File: config.mk
export PLATFORM = sky130hd
export DESIGN_NAME = banco_registro_wr_ctrl
export DESIGN_NICKNAME = d
export VERILOG_FILES = /design/src/rtl/banco_pkg.sv /design/src/rtl/banco_registro_wr_ctrl_rr_arb2.sv /design/src/rtl/banco_registro_wr_ctrl.sv
export SDC_FILE = /design/constraint.sdc
export NUM_CORES = 1
export LEC_CHECK = 0
export BUFFER_PORTS_ARGS = -buffer_cell sky130_fd_sc_hd__buf_2
export CORE_MARGIN = 2
export CORE_UTILIZATION = 38
export CTS_BUF_LIST = sky130_fd_sc_hd__clkbuf_8
export CTS_CLUSTER_DIAMETER = 80
export DETAILED_ROUTE_END_ITERATION = 10
export PLACE_DENSITY = 0.76
export SKIP_LAST_GASP = 1
export SLEW_MARGIN = 20
export SYNTH_ARGS = -nofsm -noshare
export SYNTH_HDL_FRONTEND = slang
export SYNTH_SLANG_ARGS = --single-unit
File: constraint.sdc
create_clock -name clk -period 1.6 [get_ports clk]
set_input_delay 0.16 -clock clk [delete_from_list [all_inputs] [get_ports clk]]
set_output_delay 0.16 -clock clk [all_outputs]
set_load 0.01 [all_outputs]
File: src/rtl/banco_pkg.sv
// Shared defaults and state encoding for the register-bank write-port controller.
package banco_pkg;

    localparam int unsigned DEF_DATA_W  = 4;
    localparam int unsigned DEF_ADDR_W  = 3;
    localparam int unsigned DEF_CLR_VAL = 4;

    typedef enum logic [0:0] {
        ST_IDLE  = 1'b0,
        ST_CLEAR = 1'b1
    } state_t;

endpackage

File: src/rtl/banco_registro_wr_ctrl_rr_arb2.sv
// Two-way round-robin arbiter: one-hot grant from req[1:0]; the pointer moves past
// the winner whenever the parent takes the grant (advance).
module rr_arb2 (
    input  logic       clk,
    input  logic       rst_n,
    input  logic [1:0] req,
    input  logic       advance,
    output logic [1:0] grant
);

    logic r_ptr;    // 1'b0 favours requester 0 on contention

    // Grant selection: a lone request wins outright, contention goes to the pointer.
    always_comb begin
        grant = 2'b00;
        case (req)
            2'b01:   grant = 2'b01;
            2'b10:   grant = 2'b10;
            2'b11:   grant = r_ptr ? 2'b10 : 2'b01;
            default: grant = 2'b00;
        endcase
    end

    // Pointer register: after a taken grant, favour the requester that lost.
    always_ff @(posedge clk or negedge rst_n) begin
        if (!rst_n) begin
            r_ptr <= 1'b0;
        end else if (advance && (grant != 2'b00)) begin
            r_ptr <= grant[0];
        end else begin
            r_ptr <= r_ptr;
        end
    end

endmodule

File: src/rtl/banco_registro_wr_ctrl.sv
// Write-port controller for the register bank: round-robin sharing of the write port
// between two requesters plus a clear sweep. Optional macro BANCO_CLR_ON_RST_EN sweeps after reset.
module banco_registro_wr_ctrl
    import banco_pkg::*;
#(
    parameter int unsigned DATA_W  = DEF_DATA_W,
    parameter int unsigned ADDR_W  = DEF_ADDR_W,
    parameter int unsigned CLR_VAL = DEF_CLR_VAL
) (
    input  logic              clk,
    input  logic              rst,
    input  logic              req0,
    input  logic [ADDR_W-1:0] addr0,
    input  logic [DATA_W-1:0] dat0,
    output logic              ack0,
    input  logic              req1,
    input  logic [ADDR_W-1:0] addr1,
    input  logic [DATA_W-1:0] dat1,
    output logic              ack1,
    input  logic              clr_req,
    output logic              clr_busy,
    output logic              clr_done,
    output logic              RegWrite,
    output logic [ADDR_W-1:0] addrW,
    output logic [DATA_W-1:0] datW
);

    localparam int unsigned       NUM_REGS  = 2 ** ADDR_W;
    localparam logic [ADDR_W:0]   LAST_ADDR = (ADDR_W + 1)'(NUM_REGS - 1);
    localparam logic [ADDR_W:0]   CNT_ONE   = (ADDR_W + 1)'(1);
    localparam logic [DATA_W-1:0] CLR_DATA  = DATA_W'(CLR_VAL);

`ifdef BANCO_CLR_ON_RST_EN
    localparam state_t RST_STATE = ST_CLEAR;
`else
    localparam state_t RST_STATE = ST_IDLE;
`endif

    state_t              r_state;
    state_t              w_state_nxt;
    logic [ADDR_W:0]     r_cnt;
    logic                w_cnt_last;

    logic [1:0]          w_grant;
    logic                w_advance;

    logic                w_regwrite_nxt;
    logic [ADDR_W-1:0]   w_addrw_nxt;
    logic [DATA_W-1:0]   w_datw_nxt;
    logic                w_ack0_nxt;
    logic                w_ack1_nxt;
    logic                w_busy_nxt;
    logic                w_done_nxt;

    logic                r_regwrite;
    logic [ADDR_W-1:0]   r_addrw;
    logic [DATA_W-1:0]   r_datw;
    logic                r_ack0;
    logic                r_ack1;
    logic                r_busy;
    logic                r_done;

    assign w_cnt_last = (r_cnt == LAST_ADDR);

    rr_arb2 u_arb (
        .clk     (clk),
        .rst_n   (rst),
        .req     ({req1, req0}),
        .advance (w_advance),
        .grant   (w_grant)
    );

    // State register.
    always_ff @(posedge clk or negedge rst) begin
        if (!rst) begin
            r_state <= RST_STATE;
        end else begin
            r_state <= w_state_nxt;
        end
    end

    // Next-state logic: clr_req is only honoured from IDLE, so a sweep never restarts.
    always_comb begin
        w_state_nxt = r_state;
        case (r_state)
            ST_IDLE: begin
                if (clr_req) begin
                    w_state_nxt = ST_CLEAR;
                end else begin
                    w_state_nxt = ST_IDLE;
                end
            end
            ST_CLEAR: begin
                if (w_cnt_last) begin
                    w_state_nxt = ST_IDLE;
                end else begin
                    w_state_nxt = ST_CLEAR;
                end
            end
            default: w_state_nxt = ST_IDLE;
        endcase
    end

    // Sweep counter: one extra bit so the last-address compare cannot alias on wrap.
    always_ff @(posedge clk or negedge rst) begin
        if (!rst) begin
            r_cnt <= '0;
        end else if ((r_state == ST_CLEAR) && !w_cnt_last) begin
            r_cnt <= r_cnt + CNT_ONE;
        end else begin
            r_cnt <= '0;
        end
    end

    // Output logic: next values for the registered write port, acks and sweep flags.
    always_comb begin
        w_regwrite_nxt = 1'b0;
        w_addrw_nxt    = r_addrw;
        w_datw_nxt     = r_datw;
        w_ack0_nxt     = 1'b0;
        w_ack1_nxt     = 1'b0;
        w_busy_nxt     = 1'b0;
        w_done_nxt     = 1'b0;
        w_advance      = 1'b0;
        case (r_state)
            ST_IDLE: begin
                if (clr_req) begin
                    w_advance = 1'b0;
                end else if (w_grant[0]) begin
                    w_advance      = 1'b1;
                    w_regwrite_nxt = 1'b1;
                    w_addrw_nxt    = addr0;
                    w_datw_nxt     = dat0;
                    w_ack0_nxt     = 1'b1;
                end else if (w_grant[1]) begin
                    w_advance      = 1'b1;
                    w_regwrite_nxt = 1'b1;
                    w_addrw_nxt    = addr1;
                    w_datw_nxt     = dat1;
                    w_ack1_nxt     = 1'b1;
                end else begin
                    w_advance = 1'b0;
                end
            end
            ST_CLEAR: begin
                w_regwrite_nxt = 1'b1;
                w_addrw_nxt    = r_cnt[ADDR_W-1:0];
                w_datw_nxt     = CLR_DATA;
                w_busy_nxt     = 1'b1;
                w_done_nxt     = w_cnt_last;
            end
            default: begin
                w_regwrite_nxt = 1'b0;
            end
        endcase
    end

    // Output registers: reset drops every output at once, aborting any sweep.
    always_ff @(posedge clk or negedge rst) begin
        if (!rst) begin
            r_regwrite <= 1'b0;
            r_addrw    <= '0;
            r_datw     <= '0;
            r_ack0     <= 1'b0;
            r_ack1     <= 1'b0;
            r_busy     <= 1'b0;
            r_done     <= 1'b0;
        end else begin
            r_regwrite <= w_regwrite_nxt;
            r_addrw    <= w_addrw_nxt;
            r_datw     <= w_datw_nxt;
            r_ack0     <= w_ack0_nxt;
            r_ack1     <= w_ack1_nxt;
            r_busy     <= w_busy_nxt;
            r_done     <= w_done_nxt;
        end
    end

    assign RegWrite = r_regwrite;
    assign addrW    = r_addrw;
    assign datW     = r_datw;
    assign ack0     = r_ack0;
    assign ack1     = r_ack1;
    assign clr_busy = r_busy;
    assign clr_done = r_done;

endmodule
== Word level (Yosys, flattened, before mapping) ==
Cells that the tools add are included.

* Div/mod/pow operators: 0
* Multipliers: 0
* Reduce and logical (&&, ||, !) cells: 5
* Add/subtract/negate cells: 1
* Shift operators: 0
* Muxes and demuxes: 27
* Bitwise operators: 1
* Equal/unequal tests: 6
* $lt $le $gt $ge: 0

{| class="wikitable"
|+ Operator list
! kind !! number
|-
| 2-to-1 mux 4 bit || 4
|-
| 2-to-1 mux 1 bit || 14
|-
| 2-to-1 mux 3 bit || 3
|-
| one-hot mux 4 bit (2 select lines) || 1
|-
| one-hot mux 2 bit (3 select lines) || 1
|-
| one-hot mux 3 bit (2 select lines) || 1
|-
| adder 4 x 1 -> 4 bit, second input constant || 1
|-
| equality test 2 bit, second input constant || 2
|-
| equality test 4 x 3 -> 1 bit, second input constant || 1
|-
| one-hot mux 1 bit (2 select lines) || 2
|-
| inequality test 3 x 1 -> 1 bit, second input constant || 1
|-
| equality test 2 x 1 -> 1 bit, second input constant || 1
|-
| logical AND 1 bit || 2
|-
| 2-to-1 mux 2 bit || 1
|-
| inequality test 2 bit, second input constant || 1
|-
| AND reduction 2 bit || 1
|-
| nonzero test 2 bit || 1
|-
| logical NOT 1 bit || 1
|-
| NOT 1 bit || 1
|}

* Memory bits (read-only): 0
* Latch bits: 0
* Input bits: 19
* Memories: 0
* Flip-flop bits (word level): 18
* Word-level logic and storage cells: 50
* Memory bits (writable): 0

== Logic depth before layout (Yosys ltp) ==
Gate-level depths: netlist (run 1).

* Word-level depth: 7
* Gate-level depth with buffers: 4
* Mapped depth without buffers: 4

== Modules after synthesis ==
A second synthesis (run 1) with hierarchy kept.

* Cells, all modules: 67
* Area, all modules: 807.0 um^2

{| class="wikitable"
|+ Modules (own cells, without submodules)
! module !! times used !! cells an instance !! area an instance (um^2)
|-
| banco_registro_wr_ctrl || 1 || 61 || 752.0
|-
| rr_arb2 || 1 || 6 || 55.1
|}

== Worst setup path after synthesis (run 1) ==
Ideal clock, no wire load.

* Path kind: reg2reg
* Start point: reg r_state
* End point: reg r_datw[2] (netlist: datW[2])
* Data required time: 1.474 ns
* Period minus slack after synthesis: 1.183 ns
* Arrival time: 1.057 ns
* Slack: 0.417 ns
* Cell stages (with the launch flop): 4
* Cell sequence: dfrtp_1 -> nor2_1 -> o21ai_2 -> o32a_1

* Longest elaborated chain between the ends: 3
* Elaborated cells on any way between the ends: 5
* Classes of those cells: eq/ne (2); mux (1); bitwise (1); reduce/logical (1)

{| class="wikitable"
|+ RTL lines
! item !! line !! RTL
|-
| start: declaration || banco_registro_wr_ctrl.sv:39 || <nowiki>state_t r_state;</nowiki>
|-
| start signal: assignment || banco_registro_wr_ctrl.sv:78 || <nowiki>r_state <= w_state_nxt;</nowiki>
|-
| NOT 1 bit || n/a ||
|-
| inequality test 3 x 1 -> 1 bit (no line) / inequality test 2 bit (equally long branches) || n/a ||
|-
| AND reduction 2 bit (no line) || n/a ||
|-
| end signal: assignment || banco_registro_wr_ctrl.sv:171 || <nowiki>r_datw <= w_datw_nxt;</nowiki>
|-
| end: declaration || banco_registro_wr_ctrl.sv:57 || <nowiki>logic [DATA_W-1:0] r_datw;</nowiki>
|}

Parallel ways exist; a longest one is shown, timed or not.
A chain may end at the register's enable or synchronous reset.

== Worst setup path after layout (run 1) ==
Same ends and word-level chain as after synthesis.

==> results of run 1 <==
[report_power, final]
part / internal (mW) / switching (mW) / leakage (nW) / total [mW]
Combinational: 0.247 / 0.287 / 0.258 / 0.534
Sequential: 0.611 / 0.122 / 0.216 / 0.732
Clock: 0.167 / 0.137 / 0.0216 / 0.304
[layer usage]
layer / global-route usage [%] / part of all wire [%] / wire length (um)
met1: 18.7 / 42 / 756
met2: 26.1 / 46 / 822
met3: 6.44 / 8.0 / 144
met4: 10.0 / 3.6 / 65
met5: 0 / 0 / 0
[layout make-up]
cell class | instances | area, um^2 | share of cell area, %
clock buffer | 3 | 41.3 | 4.08
inverter | 5 | 18.8 | 1.85
multi-input combinational | 49 | 308 | 30.4
sequential | 18 | 450 | 44.5
tap | 27 | 33.8 | 3.34
timing repair buffer | 31 | 160 | 15.8
[cells by family (layout without fill, tap and decap cells)]
group,count (synthesis),after routing,synth area share [%]
AND/OR/NAND/NOR,23,23,13.0
AO/OA/AOI/OAI,22,22,21.0
flip-flops,18,18,57.6
buffers and inverters,6,39,3.04
multiplexers,2,2,2.72
adder cells (fa/ha/maj),1,1,1.60
XOR/XNOR,1,1,1.12
[how the worst min path moves through the flow]
stage,start,to,slack (ns),depth (start not counted)
2_1_floorplan,rst,RegWrite,-0.14,0
3_3_place_gp,rst,datW[1],0.10,1
3_5_place_dp,rst,datW[1],0.11,1
4_1_cts,clr_req,r_state,0.20,3
5_1_grt,clr_req,r_state,0.22,3
6_report,clr_req,r_state,0.20,3
[tightest hold or removal path: stages]
cell    delay, ns
buf_2        0.09
nor2_1       0.05
nor2_1       0.10
[registers in the layout, summed over array words and instances (netlist names)]
register and count:
RegWrite 1, clr_busy 1, datW 4, u_arb.r_ptr 1, r_cnt 4, ack1 1
r_state 1, clr_done 1, ack0 1, addrW 3
[per-stage QoR]
step                      utilization (%)  hold WS [ns]  power (mW)  setup WS (ns)
after floorplan                         -        -0.136        1.07          0.417
after global placement               49.5         0.101        1.25          0.355
after detailed placement             49.5         0.111        1.27          0.287
after CTS                            52.1         0.198        1.59          0.291
after global routing                 52.1         0.222        1.69          0.212
final                                52.1         0.200        1.57          0.304
[Yosys cell counts]
cell	count	share of area [%]
dfrtp_1	18	58
nor2_1	14	6.7
a21oi_1	7	4.5
o32ai_1	6	6.7
inv_1	5	2.4
nand2_1	3	1.4
o22ai_1	3	2.4
a21boi_0	2	1.9
a21bo_4	1	2.1
and2_0	1	0.80
and3_1	1	0.80
buf_2	1	0.64
ha_1	1	1.6
mux2_2	1	1.4
mux2i_1	1	1.3
nand2b_1	1	0.80
nand3_1	1	0.64
nand3b_1	1	0.96
nor2b_1	1	0.80
o21ai_2	1	1.1
o21bai_1	1	0.96
o32a_1	1	1.3
xnor2_1	1	1.1
==> metrics.md, run 1 <==
| Metric | Value |
|---|---|
| Synthesis Warnings | 0 |
| Global-route wire length before repair | 2.92 mm |
| Post-DP HPWL | 1.34 mm |
| Largest net degree at the start of global routing | 19 |
| Clock skew | 0.00303 ns |
| Critical-path top delay cell | dfrtp_1 |
| CTS Sinks | 18 |
| CP Depth | 3 |
| Library cells used by synthesis | 23 |
| Initial core utilization | 40.3% |
| Via count | 687 |
| First-pass DRT Iterations | 4 |
| Slew Viols, Final | 0 |
| Slew @ Worst Pin | 0.429 ns |
| Htree depth | 1 |
| Grt ovf | 0 |
| CP delay by family, top | compound AO/OA/AOI/OAI gates |
| Leak | 0.496 nW |
| Height of the die | 49.4 um |
| Area delta synth->final | 29.4% |
| Number of vias per cell | 5.17 |
| VDD IR-drop max | 1.20 mV |
| Root Buffer | clkbuf_8 |
| Vias in the first global route | 677 |
| Synthesized instance count | 73 |
| DRT iter0 DRCs | 18 |
| Mapped Avg Cell Area | 10.7 um^2 |
| Io pins | 31 |
| WS Path Type | flop to flop |
| Clock tree buffer depth | 2 |
| Crit path required time | 1.73 ns |
| Num CTS Buffers | 3 |
| Path depth of the worst reg2reg path | 3 |
| Maxcap violations | 0 |
| Hold-fix buffers, CTS | 1 |
| Period utilization | 81.0% |
| Die footprint | 2440 um^2 |
| DR DRC count | 0 |
| Status | finished clean |
| CP Launch Type | flop |
| CP Capture Point | datW[2] |
| Max Fclk | 771 MHz |
| Setup tns final | 0 ns |
| Fraction of final layout cells sized beyond drive strength 1 | 34.0% |
| Worst r2r dst | datW[2] |
| Detailed Route WL | 1.79 mm |
| Gpl congestion | 0.747 |
| Final Non-Filler Cells | 133 |
| Commonest non-fill, non-tap cell in the layout | buf_2 |
| Flop and latch count out of synthesis | 18 |
| Area after DPL | 961 um^2 |
| Fillers | 189 |
| Final Critical Period | 1.30 ns |
| Clk_lat worst skew | 0.25 ns |
| Worst slew margin | 71.4% |
| CTS tree | done |
| N_diodes | 0 |
| Antenna viol nets, final | 0 |
| Reg-to-Reg Start | r_state |
| Final net count | 128 |
| Row Count | 16 |
| Total GRT Usage | 16.5% |
| Core ar. | 1940 um^2 |
| Seq/Total Area, Yosys | 57.6% |
| Worst path cell trace | nor2_1 -> o21ai_2 -> o32a_1 |
| Worst hold path type | input pin to flop |
| Synth Net Count | 93 |
| Mapped Area | 782 um^2 |
| Final Cell Area | 1010 um^2 |
| Hold Vio Cnt, Final | 0 |
| Max stage delay on crit path | 0.45 ns |
| Critical Path End Type | flop |
| Crit path DAT | 1.43 ns |
| Post-CTS setup buffers | 0 |
| Final setup violation count | 0 |
| RSZ-0062 raised after global routing | no |
| R2r setup slk | 0.30 ns |
| Dpl cells | 129 |
| Buf+Inv Stages, Crit Path | 0 |
| Port Buf Inserts | 30 |
| Pwr Density | 1550 nW/um^2 |
| Die W | 49.4 um |
| Worst-path clk slew | 0.06 ns |
| Resize count post-CTS | 0 |
| Commonest cells after routing, fill and taps aside | buf_2 (30), dfrtp_1 (18), nor2_1 (14) |
| Critical Path Source | r_state |
| CP Max Fanout | 10 |
| Initial antenna violation count | 0 |
| WL/cell | 13.5 um |
Note: power is estimated with default switching activity, not from simulation.
==> run 2, diff against run 1 <==
- clock period: 1.6 -> 1.2 ns (I/O delays scaled with it)
==> metrics.md, run 2 (synthesis results as in run 1) <==
| Metric | Value |
|---|---|
| Clock skew | 0.00582 ns (was 0.00303 ns) |
| Area delta synth->final | 40.0% (was 29.4%) |
| Vias in the first global route | 693 (was 677) |
| CTS tree | done (unchanged) |
| Fillers | 178 (was 189) |
| Maxcap violations | 0 (unchanged) |
| Height of the die | 49.4 um (unchanged) |
| Number of vias per cell | 4.91 (was 5.17) |
| N_diodes | 0 (unchanged) |
| Die W | 49.4 um (unchanged) |
| WL/cell | 12.4 um (was 13.5 um) |
| Critical-path top delay cell | dfrtp_2 (was dfrtp_1) |
| Num CTS Buffers | 3 (unchanged) |
| Fin util | 56.4% (was 52.1%) |
| Worst path cell trace | a21bo_4 -> and2_0 -> o32a_1 (was nor2_1 -> o21ai_2 -> o32a_1) |
| Setup WS pre-CTS | -0.0161 ns (was 0.287 ns) |
| Leak | 0.540 nW (was 0.496 nW) |
| Gpl congestion | 0.792 (was 0.747) |
| RSZ-0062 raised after global routing | yes (was no) |
| Initial core utilization | 40.3% (unchanged) |
| Final setup violation count | 1 (was 0) |
| Max Fclk | 830 MHz (was 771 MHz) |
| Crit path required time | 1.34 ns (was 1.73 ns) |
| Pwr Density | 2080 nW/um^2 (was 1550 nW/um^2) |
| DRT iter0 DRCs | 5 (was 18) |
| Commonest non-fill, non-tap cell in the layout | buf_2 (unchanged) |
| Setup tns final | -0.00464 ns (was 0 ns) |
| Grt ovf | 0 (unchanged) |
| Clk_lat worst skew | 0.25 ns (about the same) |
| Slew @ Worst Pin | 0.392 ns (was 0.429 ns) |
| Failing checks | negative setup slack |
| Worst-path clk slew | 0.07 ns (was 0.06 ns) |
| Row Count | 16 (unchanged) |
| CP Launch Type | flop (unchanged) |
| Final net count | 134 (was 128) |
| Worst hold path type | input pin to flop (unchanged) |
| Hold Slack | 0.128 ns (was 0.200 ns) |
| Root Buffer | clkbuf_8 (unchanged) |
| Worst slew margin | 73.9% (was 71.4%) |
| CP Max Fanout | 5 (was 10) |
| Largest net degree at the start of global routing | 19 (unchanged) |
| Detailed Route WL | 1.73 mm (was 1.79 mm) |
| Status | finished, violations left (was finished clean) |
| CTS Sinks | 18 (unchanged) |
| Slew Viols, Final | 0 (unchanged) |
| Crit path DAT | 1.34 ns (was 1.43 ns) |
| Core ar. | 1940 um^2 (unchanged) |
| Fraction of final layout cells sized beyond drive strength 1 | 41.6% (was 34.0%) |
| Met2 GRT Util | 25.9% (was 26.1%) |
| Buf+Inv Stages, Crit Path | 0 (unchanged) |
| Via count | 688 (was 687) |
| WS Path Type | flop to flop (unchanged) |
| First-pass DRT Iterations | 4 (unchanged) |
| Met1 Track Usage GR | 21.0% (was 18.7%) |
| DR DRC count | 0 (unchanged) |
| Final worst slack | -0.00464 ns (was 0.304 ns) |
| Max stage delay on crit path | 0.44 ns (was 0.45 ns) |
| Met3 Use GR | 2.15% (was 6.44%) |
| Clock tree buffer depth | 2 (unchanged) |
| Period utilization | 100% (was 81.0%) |
| Die footprint | 2440 um^2 (unchanged) |
| Critical Path End Type | flop (unchanged) |
| Htree depth | 1 (unchanged) |
| VDD IR-drop max | 1.29 mV (was 1.20 mV) |
| Gr busiest metal | met2 (unchanged) |
| Initial antenna violation count | 0 (unchanged) |
| Commonest cells after routing, fill and taps aside | buf_2 (30), dfrtp_1 (17), nor2_1 (14) (was buf_2 (30), dfrtp_1 (18), nor2_1 (14)) |
| Final Critical Period | 1.20 ns (was 1.30 ns) |
| CP delay by family, top | compound AO/OA/AOI/OAI gates (unchanged) |
| Post-DP HPWL | 1.30 mm (was 1.34 mm) |
| Port Buf Inserts | 30 (unchanged) |
| Io pins | 31 (unchanged) |
| Antenna viol nets, final | 0 (unchanged) |
| Global-route wire length before repair | 2.97 mm (was 2.92 mm) |
| Total GRT Usage | 16.1% (was 16.5%) |
| Hold Vio Cnt, Final | 0 (unchanged) |
run 2: cell types whose count changed in the layout (fill, tap and decap cells not counted):
cell      before  now
dfrtp_2        0    1
o32ai_1        6    4
nand2b_1       1    0
dfrtp_1       18   17
buf_4          0    6
o32ai_2        0    2
clkbuf_8       3    4
nand2b_4       0    1
run 2: worst paths after layout:
path / slack [ns] / cells past startpoint / startpoint / endpoint
min reg2reg: 0.49 / 1 / r_cnt[0] / r_cnt[0]
min: 0.13 / 3 / clr_req / r_state
max: -0.005 / 3 / u_arb.r_ptr / datW[2]
max reg2reg: -0.005 / 3 / u_arb.r_ptr / datW[2]
max in group asynchronous: 0.58 / 2 / rst / u_arb.r_ptr
min in group asynchronous: 0.32 / 2 / rst / datW[1]
run 2: tightest hold or removal path, stage by stage:
cell and delay [ns]:
buf_2 0.09, nor2_1 0.05, nor2_1 0.08
run 2: area by class of cell:
cell class / instances / area, um^2 / share of cell area (%)
clock buffer: 4 / 55.1 / 5.03
inverter: 5 / 18.8 / 1.71
multi-input combinational: 49 / 330 / 30.2
sequential: 18 / 452 / 41.3
tap: 27 / 33.8 / 3.09
timing repair buffer: 37 / 205 / 18.7
run 2: timing repair:
item	in CTS	in global routing
setup buffers	1	0
pin swaps	1	1
hold endpoints to repair	18	0
setup endpoints to repair	1	6
gates resized for setup	1	4
hold buffers	1	0
run 2: report_power, final:
group	internal (mW)	switching, mW
Clock	0.291	0.191
Combinational	0.410	0.424
Sequential	0.817	0.139
run 2: metrics by stage:
| stage | instance area (um^2) | std cells | power, mW |
|---|---|---|---|
| final | 1090 | 140 | 2.27 |
| after global routing | 1090 | 140 | 2.43 |
| after CTS | 1070 | 140 | 2.27 |
| after detailed placement | 998 | 134 | 1.76 |
| after global placement | 998 | 134 | 1.72 |
| after floorplan | 782 | 73 | 1.43 |
run 2: routing by layer:
layer / routed length, um / vias up
li1: - / 342
met1: 774 / 321
met4: 29 / 0
met5: 0 / -
met3: 100 / 4
met2: 830 / 21
==> run 3, diff against run 2 <==
- CORE_MARGIN: 2 -> not set
- PLACE_DENSITY: 0.76 -> 0.65
- SETUP_SLACK_MARGIN: not set -> 0.05
==> metrics.md, run 3 (synthesis results as in run 1) <==
| Metric | Value |
|---|---|
| DR DRC count | 0 (unchanged) |
| Core ar. | 1940 um^2 (unchanged) |
| Critical Path Source | u_arb.r_ptr (unchanged) |
| Commonest cells after routing, fill and taps aside | buf_2 (30), dfrtp_1 (17), nor2_1 (12) (was buf_2 (30), dfrtp_1 (17), nor2_1 (14)) |
| Detailed Route WL | 1.89 mm (was 1.73 mm) |
| Sw Ratio | 34.2% (was 33.2%) |
| Worst slew margin | 73.0% (was 73.9%) |
| Clk_lat worst skew | 0.25 ns (about the same) |
| Clock tree buffer depth | 2 (unchanged) |
| VDD IR-drop max | 1.29 mV (about the same) |
| Hold_sp | clr_req (unchanged) |
| Io pins | 31 (unchanged) |
| Initial core utilization | 40.3% (unchanged) |
| Crit path DAT | 1.35 ns (was 1.34 ns) |
| DRT iter0 DRCs | 12 (was 5) |
| Worst hold path type | input pin to flop (unchanged) |
| P_sw | 0.820 mW (was 0.754 mW) |
| Die W | 47.4 um (was 49.4 um) |
| Fin util | 58.7% (was 56.4%) |
| Part of the power in combinational logic | 39.0% (was 36.7%) |
| Maxcap violations | 0 (unchanged) |
| Failing checks | negative setup slack (unchanged) |
| Fillers | 194 (was 178) |
| Dpl cells | 135 (was 134) |
| Total GRT Usage | 17.6% (was 16.1%) |
| Area after DPL | 1020 um^2 (was 998 um^2) |
| Number of vias per cell | 5.01 (was 4.91) |
| WL/cell | 13.3 um (was 12.4 um) |
| Footprint of the multi-input gates | 360 um^2 (was 330 um^2) |
| Via count | 711 (was 688) |
| RSZ-0062 raised after global routing | yes (unchanged) |
| Setup tns final | -0.00901 ns (was -0.00464 ns) |
| Setup WS pre-CTS | 0.000721 ns (was -0.0161 ns) |
| Final worst slack | -0.00901 ns (was -0.00464 ns) |
| Slew @ Worst Pin | 0.406 ns (was 0.392 ns) |
| Final Non-Filler Cells | 142 (was 140) |
| Hold Vio Cnt, Final | 0 (unchanged) |
| Leak | 0.554 nW (was 0.540 nW) |
| Row Count | 16 (unchanged) |
| Crit path required time | 1.34 ns (about the same) |
| CP Launch Type | flop (unchanged) |
| Grt ovf | 0 (unchanged) |
| Slew Viols, Final | 0 (unchanged) |
| Area delta synth->final | 45.8% (was 40.0%) |
| CTS tree | done (unchanged) |
| Period utilization | 101% (was 100%) |
| Max Fclk | 827 MHz (was 830 MHz) |
| First-pass DRT Iterations | 5 (was 4) |
| Clock Power Share | 20.5% (was 21.2%) |
| Pwr Density | 2110 nW/um^2 (was 2080 nW/um^2) |
| Final Critical Period | 1.21 ns (was 1.20 ns) |
| Num CTS Buffers | 3 (unchanged) |
| Height of the die | 47.4 um (was 49.4 um) |
| N_diodes | 0 (unchanged) |
| Root Buffer | clkbuf_8 (unchanged) |
| Reg-to-Reg Start | u_arb.r_ptr (unchanged) |
| Sequential power share | 40.5% (was 42.1%) |
| Worst-path clk slew | 0.07 ns (about the same) |
| Die footprint | 2240 um^2 (was 2440 um^2) |
| Commonest non-fill, non-tap cell in the layout | buf_2 (unchanged) |
| WS Path Type | flop to flop (unchanged) |
| Sequential cell area | 452 um^2 (unchanged) |
| Fraction of final layout cells sized beyond drive strength 1 | 47.0% (was 41.6%) |
| Clock skew | 0.00477 ns (was 0.00582 ns) |
| Vias in the first global route | 608 (was 693) |
| Status | finished, violations left (unchanged) |
| Global-route wire length before repair | 2.68 mm (was 2.97 mm) |
| Htree depth | 1 (unchanged) |
| Antenna viol nets, final | 0 (unchanged) |
| Post-DP HPWL | 1.25 mm (was 1.30 mm) |
| Int Power | 1.58 mW (was 1.52 mW) |
| Initial antenna violation count | 0 (unchanged) |
| CP Max Fanout | 5 (unchanged) |
| Hold Slack | 0.148 ns (was 0.128 ns) |
| Port Buf Inserts | 30 (unchanged) |
| Largest net degree at the start of global routing | 19 (unchanged) |
| Critical Path End Type | flop (unchanged) |
| Final setup violation count | 1 (unchanged) |
| Overall power | 2.40 mW (was 2.27 mW) |
| Final net count | 136 (was 134) |
| Final Cell Area | 1140 um^2 (was 1090 um^2) |
| Gpl congestion | 0.707 (was 0.792) |
| CTS Sinks | 18 (unchanged) |
run 3: repair_timing:
item / 4_1_cts / 5_1_grt
gates resized for setup: 2 / 7
buffers inserted: 1 / 1
setup endpoints to repair: 2 / 8
hold buffers: 1 / 0
endpoints found under the hold margin: 18 / 0
pin swaps: 1 / 4
run 3: final timing paths:
| check | end | slack, ns | depth (start not counted) |
|---|---|---|---|
| max | datW[2] | -0.009 | 3 |
| min in group asynchronous | addrW[2] | 0.32 | 2 |
| min | r_state | 0.15 | 3 |
| max in group asynchronous | u_arb.r_ptr | 0.57 | 2 |
| max reg2reg | datW[2] | -0.009 | 3 |
| min reg2reg | datW[2] | 0.50 | 1 |
run 3: final cells by class:
type	instances	area share [%]
flip-flops and latches	18	39.6
multi-input cells	49	31.6
repair buffers	39	19.3
clock buffers	4	4.83
well taps	27	2.96
inverters	5	1.65
run 3: worst max-delay path: stages (launching register included):
cell,delay (ns)
dfrtp_2,0.44
a21bo_4,0.23
and2_4,0.15
o32a_1,0.28
run 3: power by group through the flow:
| stage | Sequential [mW] | Clock (mW) | Combinational, mW |
|---|---|---|---|
| 2_1_floorplan | 1.01 | 0 | 0.435 |
| 3_3_place_gp | 0.952 | 0 | 0.811 |
| 3_5_place_dp | 0.962 | 0 | 0.831 |
| 5_1_grt | 0.995 | 0.519 | 1.05 |
| 6_report | 0.973 | 0.491 | 0.936 |
| 4_1_cts | 0.956 | 0.497 | 0.868 |
run 3: metal layers:
layer / vias up / track usage (%) / share of wire, %
met5: - / 0 / 0
met4: 0 / 6.86 / 0.58
met3: 2 / 3.85 / 6.9
met2: 27 / 27.1 / 46
met1: 338 / 24.2 / 47
li1: 344 / - / -
